===== config.mk =====
export PLATFORM = sky130hd
export DESIGN_NAME = psum_output_packer
export DESIGN_NICKNAME = d
export VERILOG_FILES = /design/src/rtl/psum_output_packer_pkg.sv /design/src/rtl/psum_output_packer_requant.sv /design/src/rtl/psum_output_packer.sv
export SDC_FILE = /design/constraint.sdc
export NUM_CORES = 1
export LEC_CHECK = 0
export ABC_AREA = 1
export CORE_UTILIZATION = 60
export DETAILED_ROUTE_END_ITERATION = 10
export PLACE_DENSITY = 0.84
export SLEW_MARGIN = 25
export SYNTH_ARGS = -nofsm -noshare
export SYNTH_HDL_FRONTEND = slang
export SYNTH_SLANG_ARGS = --single-unit

===== constraint.sdc =====
create_clock -name clk -period 15.5 [get_ports clk]
set_input_delay 3.1 -clock clk [delete_from_list [all_inputs] [get_ports clk]]
set_output_delay 3.1 -clock clk [all_outputs]
set_load 0.005 [all_outputs]

===== src/rtl/psum_output_packer_pkg.sv =====
// psum_output_packer shared definitions:
// FSM encoding, register field positions, saturation bounds.
package psum_output_packer_pkg;

  typedef enum logic [1:0] {
    ST_IDLE  = 2'd0,
    ST_RUN   = 2'd1,
    ST_DRAIN = 2'd2,
    ST_DONE  = 2'd3
  } state_e;

  localparam int CTRL_START    = 0;
  localparam int CTRL_RELU     = 1;
  localparam int CTRL_SHIFT_LO = 8;
  localparam int SHIFT_W       = 5;

  localparam int STAT_BUSY   = 0;
  localparam int STAT_DONE   = 1;
  localparam int STAT_CNT_LO = 16;
  localparam int STAT_CNT_W  = 16;

  localparam int SAT_U_MAX = 255;
  localparam int SAT_S_MAX = 127;
  localparam int SAT_S_MIN = -128;

endpackage


===== src/rtl/psum_output_packer_requant.sv =====
// Combinational psum requantiser:
// optional ReLU, round-half-up arithmetic shift, 8-bit saturation.
module psum_output_packer_requant
  import psum_output_packer_pkg::*;
#(
  parameter int DATA_WIDTH = 32,
  parameter int BIT_WIDTH  = 8
) (
  input  logic [DATA_WIDTH-1:0] psum_i,
  input  logic                  relu_i,
  input  logic [SHIFT_W-1:0]    shift_i,
  output logic [BIT_WIDTH-1:0]  q_o
);

  localparam int SW = DATA_WIDTH + 1;

  logic signed [SW-1:0] s;
  logic signed [SW-1:0] rnd;
  logic signed [SW-1:0] r;

  always_comb begin
    s = $signed({psum_i[DATA_WIDTH-1], psum_i});
    if (relu_i && s < 0) s = '0;
    rnd = '0;
    r = s;
    if (shift_i != '0) begin
      rnd = {{DATA_WIDTH{1'b0}}, 1'b1} << (shift_i - 5'd1);
      r = (s + rnd) >>> shift_i;
    end
    q_o = r[BIT_WIDTH-1:0];
    if (relu_i) begin
      if (r > SW'(SAT_U_MAX)) q_o = BIT_WIDTH'(SAT_U_MAX);
    end else begin
      if (r > SW'(SAT_S_MAX)) q_o = BIT_WIDTH'(SAT_S_MAX);
      else if (r < SW'(SAT_S_MIN)) q_o = BIT_WIDTH'(SAT_S_MIN);
    end
  end

endmodule


===== src/rtl/psum_output_packer.sv =====
// Streams psums out of BRAM, requantises them to bytes and
// packs four per word into the output feature-map BRAM.
module psum_output_packer
  import psum_output_packer_pkg::*;
#(
  parameter int ADDR_WIDTH = 32,
  parameter int DATA_WIDTH = 32,
  parameter int NUM_BYTE   = 4,
  parameter int BIT_WIDTH  = 8,
  parameter int REG_WIDTH  = 32
) (
  input  logic                  clk,
  input  logic                  rst,
  input  logic [REG_WIDTH-1:0]  i_conf_ppctrl,
  input  logic [REG_WIDTH-1:0]  i_conf_outputsize,
  output logic [REG_WIDTH-1:0]  o_conf_ppstatus,
  output logic [ADDR_WIDTH-1:0] mem_addr_r,
  input  logic [DATA_WIDTH-1:0] mem_odat_r,
  output logic                  mem_enb_r,
  output logic                  mem_rst_r,
  output logic [ADDR_WIDTH-1:0] mem_addr_w,
  output logic [DATA_WIDTH-1:0] mem_idat_w,
  output logic [NUM_BYTE-1:0]   mem_wren_w,
  output logic                  mem_enb_w,
  output logic                  mem_rst_w
);

  localparam int LW = (NUM_BYTE > 1) ? $clog2(NUM_BYTE) : 1;

  state_e state_q, state_d;

  logic                  start_q;
  logic                  start_edge;
  logic                  launch;
  logic                  relu_q;
  logic [SHIFT_W-1:0]    shift_q;
  logic [ADDR_WIDTH-1:0] last_q;
  logic [ADDR_WIDTH-1:0] rd_addr_q;
  logic                  rd_en_q;
  logic                  rd_last;
  logic                  v1_q;
  logic                  l1_q;
  logic [LW-1:0]         lane1_q;
  logic [BIT_WIDTH-1:0]  qbyte;
  logic [DATA_WIDTH-1:0] pack_q, pack_d;
  logic [NUM_BYTE-1:0]   mask_d;
  logic                  wr_fire;
  logic                  we_q;
  logic                  last_wr_q;
  logic [NUM_BYTE-1:0]   wren_q;
  logic [DATA_WIDTH-1:0] wd_q;
  logic [ADDR_WIDTH-1:0] wa_q;
  logic [ADDR_WIDTH-1:0] wr_addr_q;
  logic                  done_q;
  logic [STAT_CNT_W-1:0] cnt_q;
  logic                  busy;
  logic                  unused_ppctrl;

  assign unused_ppctrl = ^{i_conf_ppctrl[REG_WIDTH-1:CTRL_SHIFT_LO+SHIFT_W],
                           i_conf_ppctrl[CTRL_SHIFT_LO-1:CTRL_RELU+1]};

  assign start_edge = i_conf_ppctrl[CTRL_START] & ~start_q;
  assign launch     = (state_q == ST_IDLE) && start_edge;
  assign rd_last    = rd_en_q && (rd_addr_q == last_q);
  assign wr_fire    = v1_q && (l1_q || lane1_q == LW'(NUM_BYTE - 1));
  assign busy       = (state_q == ST_RUN) || (state_q == ST_DRAIN);

  always_comb begin
    state_d = state_q;
    unique case (state_q)
      ST_IDLE:  if (start_edge) state_d = ST_RUN;
      ST_RUN:   if (rd_last) state_d = ST_DRAIN;
      ST_DRAIN: if (last_wr_q) state_d = ST_DONE;
      ST_DONE:  state_d = ST_IDLE;
      default:  state_d = ST_IDLE;
    endcase
  end

  always_ff @(posedge clk or posedge rst) begin
    if (rst) begin
      state_q   <= ST_IDLE;
      start_q   <= 1'b0;
      relu_q    <= 1'b0;
      shift_q   <= '0;
      last_q    <= '0;
      rd_addr_q <= '0;
      rd_en_q   <= 1'b0;
      done_q    <= 1'b0;
      cnt_q     <= '0;
    end else begin
      state_q <= state_d;
      start_q <= i_conf_ppctrl[CTRL_START];
      if (launch) begin
        relu_q    <= i_conf_ppctrl[CTRL_RELU];
        shift_q   <= i_conf_ppctrl[CTRL_SHIFT_LO +: SHIFT_W];
        last_q    <= i_conf_outputsize[ADDR_WIDTH-1:0];
        rd_addr_q <= '0;
        rd_en_q   <= 1'b1;
        done_q    <= 1'b0;
      end else if (state_q == ST_RUN) begin
        rd_en_q <= ~rd_last;
        if (!rd_last) rd_addr_q <= rd_addr_q + ADDR_WIDTH'(1);
      end
      if (state_q == ST_DRAIN && state_d == ST_DONE) begin
        done_q <= 1'b1;
        cnt_q  <= wr_addr_q[STAT_CNT_W-1:0];
      end
    end
  end

  psum_output_packer_requant #(
    .DATA_WIDTH (DATA_WIDTH),
    .BIT_WIDTH  (BIT_WIDTH)
  ) u_requant (
    .psum_i  (mem_odat_r),
    .relu_i  (relu_q),
    .shift_i (shift_q),
    .q_o     (qbyte)
  );

  // lane 0 starts a fresh word so unwritten lanes read as zero
  always_comb begin
    pack_d = (lane1_q == '0) ? '0 : pack_q;
    mask_d = '0;
    for (int i = 0; i < NUM_BYTE; i++) begin
      if (lane1_q == LW'(i)) pack_d[i*BIT_WIDTH +: BIT_WIDTH] = qbyte;
      mask_d[i] = (LW'(i) <= lane1_q);
    end
  end

  always_ff @(posedge clk or posedge rst) begin
    if (rst) begin
      v1_q      <= 1'b0;
      l1_q      <= 1'b0;
      lane1_q   <= '0;
      pack_q    <= '0;
      we_q      <= 1'b0;
      last_wr_q <= 1'b0;
      wren_q    <= '0;
      wd_q      <= '0;
      wa_q      <= '0;
      wr_addr_q <= '0;
    end else begin
      v1_q      <= rd_en_q;
      l1_q      <= rd_last;
      lane1_q   <= rd_addr_q[LW-1:0];
      we_q      <= wr_fire;
      last_wr_q <= wr_fire & l1_q;
      wren_q    <= wr_fire ? mask_d : '0;
      if (v1_q) pack_q <= pack_d;
      if (launch) begin
        wr_addr_q <= '0;
      end else if (wr_fire) begin
        wd_q      <= pack_d;
        wa_q      <= wr_addr_q;
        wr_addr_q <= wr_addr_q + ADDR_WIDTH'(1);
      end
    end
  end

  always_comb begin
    o_conf_ppstatus = '0;
    o_conf_ppstatus[STAT_BUSY] = busy;
    o_conf_ppstatus[STAT_DONE] = done_q;
    o_conf_ppstatus[STAT_CNT_LO +: STAT_CNT_W] = cnt_q;
  end

  assign mem_addr_r = rd_addr_q;
  assign mem_enb_r  = rd_en_q;
  assign mem_rst_r  = 1'b0;
  assign mem_addr_w = wa_q;
  assign mem_idat_w = wd_q;
  assign mem_wren_w = wren_q;
  assign mem_enb_w  = we_q;
  assign mem_rst_w  = 1'b0;

endmodule


Word-level counts from Yosys, hierarchy flattened:

Index checks and enable logic that the tools add are counted.

* word-level logic and storage cells: 87
* bits in registers: 229

* $lt $le $gt $ge: 8
* mux-type cells: 25
* $add $sub $neg: 4
* bitwise gates (word level): 5
* shift operators: 2
* reduce and logical (&&, ||, !) cells: 15
* eq/ne operators: 9

Operator list (count)
* $mux 32: 6
* $mux 33: 2
* $add 32x1->32 const B: 2
* $mux 8: 8
* $add 33x33->33: 1
* $gt 33x8->1 const B: 1
* $gt 33x9->1 const B: 1
* $lt 33x8->1 const B: 1
* $shl 1x5->33 const A: 1
* $sshr 33x5->33: 1
* $eq 32x32->1: 1
* $lt 32x1->1 const B: 1
* $eq 2x2->1 const B: 5
* $pmux 2 s4: 1
* $mux 2: 3
* $reduce_bool 2->1: 3
* $logic_and 1x1->1: 5
* $reduce_bool 5->1: 1
* $sub 5x1->5 const B: 1
* $eq 2x1->1 const B: 2
* $le 1x2->1 const A: 2
* $le 2x2->1 const A: 2
* $logic_not 2->1: 2
* $mux 1: 4
* 6 further kinds: 11

Depth between registers and ports, before layout:

Gate-level depths: netlist (run 1).

* word-level depth: 11
* mapped depth: 42
* depth with buffers taken out: 40

By module:

A second synthesis (run 1) with hierarchy kept.

* cell total of the unflattened synthesis: 2791
* area, all modules: 17251.5 µm²

Modules (own cells, without submodules)
* psum_output_packer: cells an instance 1390, area an instance 10950.5 µm², seq. area each 5705.5 µm², instances 1
* psum_output_packer_requant: cells an instance 1401, area an instance 6301.0 µm², seq. area each 0.0 µm², instances 1

Worst setup path after synthesis (run 1):

No wires, ideal clock.

* path type: in2reg
* start: input mem_odat_r[31]
* end: register wd_q[26] (netlist: mem_idat_w[26])
* slack: 8.600 ns
* cell stages on the path: 36
* arrival: 6.783 ns
* cell sequence: nand2_1 > inv_1 > clkbuf_1 > clkbuf_1 > nor2_1 > ha_1 > fa_1 > nand3_1 > nand3_1 > nand2_1 > nand2_1 > nand2_1 > nand2_1 > nand2_2 > nand2_1 > nand2_1 > nand2_2 > inv_2 > nand2_2 > nand3_1 > nand2_1 > nand2_1 > nand3_2 > nand2_1 > nand2_1 > nor2_1 > nand2_1 > nor2_4 > nand2_4 > nand2_8 > buf_12 > nand2_2 > nand2_2 > nand4_1 > nand3_1 > nand2_1

* cells in the longest elaborated chain, start to end: 11
* elaborated cells on any way between the ends: 14
* those cells by class: 1 x add/sub; 4 x order compare; 1 x shift; 7 x mux; 1 x reduce/logical

Ends and longest elaborated chain
* start: declaration: RTL line psum_output_packer.sv:18 `input logic [DATA_WIDTH-1:0] mem_odat_r,`
* $lt 32x1->1: RTL line psum_output_packer_requant.sv:23 `if (relu_i && s < 0) s = '0;`
* $logic_and 1x1->1: RTL line psum_output_packer_requant.sv:23
* $mux 33 *: RTL line psum_output_packer_requant.sv:23
* $add 33x33->33: RTL line psum_output_packer_requant.sv:28 `r = (s + rnd) >>> shift_i;`
* $sshr 33x5->33: RTL line psum_output_packer_requant.sv:28
* $mux 33 *: RTL line psum_output_packer_requant.sv:26 `if (shift_i != '0) begin`
* $lt 33x8->1: RTL line psum_output_packer_requant.sv:35 `else if (r < SW'(SAT_S_MIN)) q_o = BIT_WIDTH'(SAT_S_MIN);`
* $mux 8: RTL line psum_output_packer_requant.sv:35
* $mux 8: RTL line psum_output_packer_requant.sv:34 `if (r > SW'(SAT_S_MAX)) q_o = BIT_WIDTH'(SAT_S_MAX);`
* $mux 8 *: RTL line psum_output_packer_requant.sv:31 `if (relu_i) begin`
* $mux 8 *: RTL line psum_output_packer.sv:126 `if (lane1_q == LW'(i)) pack_d[i*BIT_WIDTH +: BIT_WIDTH] = qbyte;`
* end signal: assignment: RTL line psum_output_packer.sv:154 `wd_q <= pack_d;`
* end: declaration: RTL line psum_output_packer.sv:51 `logic [DATA_WIDTH-1:0] wd_q;`

Mark *: on every way between the ends. The rest lies on a longest branch, timed or not.
A chain may end at the register's enable or synchronous reset.

Final worst setup path (run 1):

* start: input mem_odat_r[31]
* end: register wd_q[3] (netlist: mem_idat_w[3])

Same word-level chain as after synthesis.

==> results of run 1 <==
==> cell usage in the layout, fill, tap and decap left out, types with 4 or more instances in the layout <==
cell type / synthesis / layout
ha_1: 38 / 38
o22ai_1: 5 / 5
nand2_2: 22 / 22
dfrtp_1: 228 / 228
clkdlybuf4s50_1: 0 / 192
nor3_1: 40 / 40
nand3_1: 344 / 343
nor4_1: 18 / 18
inv_1: 337 / 334
xnor2_1: 6 / 6
a221oi_1: 4 / 4
nor3_2: 4 / 4
nor2_2: 9 / 11
o21ai_0: 116 / 116
o211ai_1: 5 / 5
clkbuf_1: 47 / 4
a21oi_1: 54 / 53
a31oi_1: 12 / 12
clkbuf_8: 0 / 4
o2111ai_1: 5 / 5
clkinv_2: 0 / 6
xor2_1: 20 / 20
clkbuf_16: 0 / 25
conb_1: 1 / 16
inv_2: 13 / 16
nand4_1: 41 / 41
or2_2: 13 / 13
nand2_1: 882 / 882
nand3_2: 21 / 22
nor2_1: 222 / 220
buf_4: 21 / 18
==> routing by layer <==
metal | vias up | track usage [%] | part of all wire, %
met3 | 294 | 7.69 | 11
li1 | 8588 | - | -
met5 | - | 0 | 0.044
met2 | 1376 | 70.2 | 46
met1 | 8668 | 53.0 | 37
met4 | 4 | 22.8 | 6.2
==> critical path: cells and delay by family <==
family        cells  cell delay [ps]
fa+ha+maj         2              770
buf+inv           4             1070
simple gates     29             3400
==> registers in the layout, summed over array words and instances (netlist names) <==
register	count
done_q	1
relu_q	1
mem_enb_r	1
pack_q	32
state_q	2
v1_q	1
start_q	1
mem_idat_w	32
lane1_q	2
l1_q	1
shift_q	5
last_wr_q	1
cnt_q	16
wr_addr_q	32
mem_addr_w	32
last_q	32
mem_addr_r	32
mem_wren_w	4
==> cell families after synthesis <==
family          count (synthesis)
simple gates                 1634
buf+inv                       470
flops                         228
compound gates                219
fa+ha+maj                      39
xor+xnor                       26
mux                             2
other cells                     1
==> power breakdown <==
part	switching, W	internal, W
Combinational	0.00144	0.000740
Clock	0.000266	0.000370
Sequential	0.000176	0.000797
==> per-stage QoR <==
step           cell area (um^2)  worst slack [ps]  std cells  util, %  total power, W
2_1_floorplan             16800              6150       2634        -         0.00234
3_3_place_gp              18700              7380       3099     69.0         0.00297
3_5_place_dp              18700              7240       3099     69.0         0.00304
4_1_cts                   19600              7720       3145     72.2         0.00371
5_1_grt                   19600              7290       3145     72.2         0.00401
6_report                  19600              7580       3145     72.2         0.00379
==> final timing paths <==
path	from	endpoint	slack, ps	cells after the start
setup / recovery	mem_odat_r[31]	mem_idat_w[3]	7580	35
hold / removal	mem_idat_w[19]	mem_idat_w[19]	480	2
setup reg to reg	shift_q[3]	mem_idat_w[3]	8980	39
hold reg to reg	mem_idat_w[19]	mem_idat_w[19]	480	2
max in group asynchronous	rst	mem_idat_w[20]	10850	3
min in group asynchronous	rst	mem_addr_w[22]	3140	2
==> area by class of cell <==
class	count	area share [%]
multi-input combinational	1936	46.8
sequential	228	29.1
timing repair buffer	210	10.5
inverter	353	6.82
clock buffer	33	3.55
tap	372	2.37
clock inverter	13	0.855
==> impl_metrics.tcl, run 1 <==
set metrics [dict create \
    status "complete, no violations" \
    cts_setup_buffers 0 \
    required_ps 15920 \
    grt_pass1_wl_um 94900 \
    fillers 2152 \
    synth.distinct_cells 54 \
    clock_path_buffers 3 \
    layout_min_cycle_time_ps 7920 \
    holdWs_ps 477 \
    synth_ff_type "dfrtp_1" \
    synth_xor_xnor_area_share_pct 1.36 \
    drv_cap 0 \
    initial_core_util_pct 61.6 \
    yosysMostFrequentCell "nand2_1" \
    slew-limit-headroom_pct 24.5 \
    yosysTopAreaCell "dfrtp_1" \
    grt_max_degree 157 \
    cpPeakStageDelay_ps 540 \
    die_w_um 169 \
    cts_tree "done" \
    crit_path_frequent_cell "nand2_1" \
    cellPowerDensity_mw_per_mm2 193 \
    ioPinCount 234 \
    cts-root-buf "clkbuf_16" \
    drive_gt1_share_pct 5.81 \
    multi_input_area_mm2 0.00919 \
    synthTopCellsByCount "nand2_1 (882), nand3_1 (344), inv_1 (337), dfrtp_1 (228), nor2_1 (222)" \
    synth_edf_count 0 \
    ir_worst_vdd_uv 135 \
    via_per_inst 6.02 \
    synth_cells 2619 \
    synth_fa_ha_area_share_pct 2.96 \
    netlist_area_mm2 0.0167 \
    hp-class "flip-flop to flip-flop" \
    grt_pass1_vias 17800 \
    ys_seq_area_share_pct 34.1 \
    num_antenna_cells 0 \
    grt_overflow_total 0 \
    io_buffers 192 \
    cts_buffers 25 \
    drtIter0Drc 2757 \
    synthTopCellsByArea "dfrtp_1 (34%), nand2_1 (20%), nand3_1 (10%)" \
    drt_wl_total_um 61900 \
    drc 0 \
    die_h_um 169 \
    cp-end-kind "flip-flop" \
    yosys.area_share.simple_pct 42.7 \
    worst_setup_path_start_kind "primary input" \
    synth_top_cell_area_share_pct 34.1 \
    synth-compound-area-share_pct 7.37 \
    grt_antenna_before_repair 2 \
    cts_hold_buf 0 \
    tightest_slew_ps 1130 \
    critPathSlowestCell "clkdlybuf4s50_1" \
    max_freq_mhz 126 \
    grt_use_total_pct 42.5 \
    row_count 60 \
    areaGrowthSynthToFinish_pct 17.3 \
    core_area_mm2 0.0272 \
    skew_ps 31.6 \
    muxShareOfSynthArea_pct 0.120 \
    via_count 18900 \
    dr.pass1.iters 7 \
    syn_avg_cell_area_um2 6.39 \
    path_max_fanout 33 \
    drv_slew 0 \
    rsz0062_at_grt "no" \
    fin_crit_sh_pct 51.1 \
    synth_seq_cells 228 \
    cts.clk_slew.worst_paths_ps 60 \
    seqCellArea_mm2 0.00571 \
    tns_ps 0 \
    synthArstFlopShare_pct 100 \
    yosysWarnings 0 \
    synth_top_family_by_area "simple AND/OR/NAND/NOR gates" \
    dieArea_mm2 0.0286 \
    hold_viol_final 0 \
    critical_path_class "primary input to flip-flop" \
    wire_per_inst_um 19.7 \
    cts.repair.resized 0 \
    worstPathArrival_ps 8340 \
    cts_max_level 1 \
    postRouteAntennaNets 0 \
    dpl.hpwl_um 42600 \
    finalSetupViolCount 0 \
    leakagePower_nw 9.97 \
    place_congestion 1.02 \
    clk_latency_ps 550 \
    clock_sinks 228 \
    fin_nets 2891 \
]
Note: power is estimated with default switching activity, not from simulation.
==> run 2: changes to the inputs <==
- CORE_UTILIZATION: 60 -> 56
- PLACE_DENSITY: 0.84 -> 0.79
- clock period: 15.5 -> 8.2 ns (I/O delays scaled with it)
==> run 2 against run 1 <==
Net effect: register-to-register slack worse by 6700 ps; die area increased by 7.1%; via count decreased by 6.0%; worst hold slack barely moved; flip-flop and latch count stayed put; first-iteration DRC count decreased by 33%; combinational power grew 84%; core utilization decreased by 4.6 points; non-clock buffer count up 4; cell count up 0.48%; clock skew shrank 15 ps; clock power rose by 71%; largest power group unchanged.
==> impl_metrics.tcl, run 2 (same netlist as run 1, synthesis figures left out) <==
set metrics [dict create \
    fin_area_mm2 0.0196 \
    grt_antenna_before_repair 2 \
    fillers 2529 \
    layout_commonest_cell "nand2_1" \
    cts_hold_buf 0 \
    initial_core_util_pct 57.7 \
    core_area_mm2 0.0290 \
    dr.pass1.iters 6 \
    layout_min_cycle_time_ps 6070 \
    critical_path_class "primary input to flip-flop" \
    required_ps 8600 \
    dp.cells 3115 \
    grt_pass1_vias 16900 \
    clk_latency_ps 540 \
    mostFrequentLayoutCells "nand2_1 (881), nand3_1 (343), inv_1 (334)" \
    cellPowerDensity_mw_per_mm2 351 \
    grt_max_degree 152 \
    hold_viol_final 0 \
    ir_worst_vdd_uv 207 \
    row_count 62 \
    cts_setup_buffers 0 \
    finalSetupViolCount 0 \
    fin_nets 2895 \
    drv_cap 0 \
    rsz0062_at_grt "no" \
    dpl.hpwl_um 40400 \
    cts_buffers 25 \
    clock_sinks 228 \
    p_sw_w 0.00333 \
    io_buffers 192 \
    crit_path_frequent_cell "nand2_1" \
    die_h_um 175 \
    ioPinCount 234 \
    place_congestion 1.06 \
    cts.repair.resized 0 \
    internal_power_w 0.00356 \
    grt_pass1_wl_um 86400 \
    fin_crit_sh_pct 74.1 \
    leakagePower_nw 9.95 \
    tns_ps 0 \
    areaGrowthSynthToFinish_pct 17.2 \
    tightest_slew_ps 957 \
    worst_setup_path_start_kind "primary input" \
    dieArea_mm2 0.0306 \
    status "complete, no violations" \
    cts-root-buf "clkbuf_16" \
    placed_area_mm2 0.0188 \
    path_max_fanout 33 \
    grt_overflow_total 0 \
    die_w_um 175 \
    drive_gt1_share_pct 5.69 \
    fin_cells 3160 \
    drv_slew 0 \
    via_count 17800 \
    postRouteAntennaNets 0 \
    cts_max_level 1 \
    cts_tree "done" \
    wire_per_inst_um 16.9 \
    grt_use_total_pct 35.2 \
    p_comb_share_pct 58.4 \
    clock_path_buffers 3 \
    drc 0 \
    seqCellArea_mm2 0.00571 \
    drtIter0Drc 1857 \
    critPathSlowestCell "clkdlybuf4s50_1" \
    cts.clk_slew.worst_paths_ps 60 \
    max_freq_mhz 165 \
    worstPathArrival_ps 6470 \
    cpPeakStageDelay_ps 530 \
    drt_wl_total_um 53500 \
    swShare_pct 48.3 \
    multi_input_area_mm2 0.00919 \
    pwr-share-clk_pct 15.9 \
    seq_power_share_pct 25.7 \
    slew-limit-headroom_pct 35.6 \
    via_per_inst 5.63 \
    skew_ps 16.5 \
    hp-class "flip-flop to flip-flop" \
    cp-end-kind "flip-flop" \
    post-route-util_pct 67.6 \
]
-- run 2: cell types whose count changed in the layout (fill, tap and decap cells not counted), moves of 2 or more --
cell / delta
clkbuf_1: +5
clkinv_2: -4
buf_4: +3
bufinv_16: -2
-- run 2: final cells by class --
type | count | share of cell area (%)
Clock buffer | 39 | 3.71
Multi-Input combinational cell | 1936 | 46.9
Sequential cell | 228 | 29.1
Timing Repair Buffer | 214 | 10.7
Clock inverter | 5 | 0.351
Tap cell | 384 | 2.45
Antenna cell | 1 | 0.0128
Inverter | 353 | 6.82
-- run 2: per-layer routing --
| layer | global-route usage, % | wire length (um) |
|---|---|---|
| met1 | 46.4 | 22300 |
| met2 | 57.2 | 24300 |
| met3 | 5.35 | 4440 |
| met4 | 15.7 | 2540 |
| met5 | 0 | 0 |
-- run 2: final timing paths --
check | startpoint | to | slack [ps] | depth (start not counted)
min in group asynchronous | rst | mem_addr_w[22] | 1680 | 2
max reg2reg | shift_q[4] | mem_idat_w[7] | 2320 | 37
max in group asynchronous | rst | mem_idat_w[20] | 5340 | 3
min | mem_enb_r | v1_q | 480 | 0
min reg2reg | mem_enb_r | v1_q | 480 | 0
max | mem_odat_r[31] | mem_idat_w[7] | 2130 | 35
-- run 2: stage by stage --
stage	worst slack, ps	power, W	hold WS [ps]
floorplan	312	0.00442	415
detailed placement	1640	0.00571	451
global route	1640	0.00740	489
global placement	1690	0.00563	444
finish	2130	0.00688	477
CTS	2170	0.00683	463
-- run 2: power by group through the flow --
stage	Clock, W	Sequential (W)	Combinational, W
floorplan	0	0.00173	0.00269
global route	0.00114	0.00181	0.00445
CTS	0.00110	0.00177	0.00397
detailed placement	0	0.00177	0.00393
finish	0.00109	0.00177	0.00402
global placement	0	0.00176	0.00386
-- run 2: critical path, delay by kind of cell --
kind | cells | cell delay, ps
AND/OR/NAND/NOR | 26 | 2650
adder cells (fa/ha/maj) | 2 | 770
AO/OA/AOI/OAI | 2 | 290
buffers and inverters | 5 | 1110
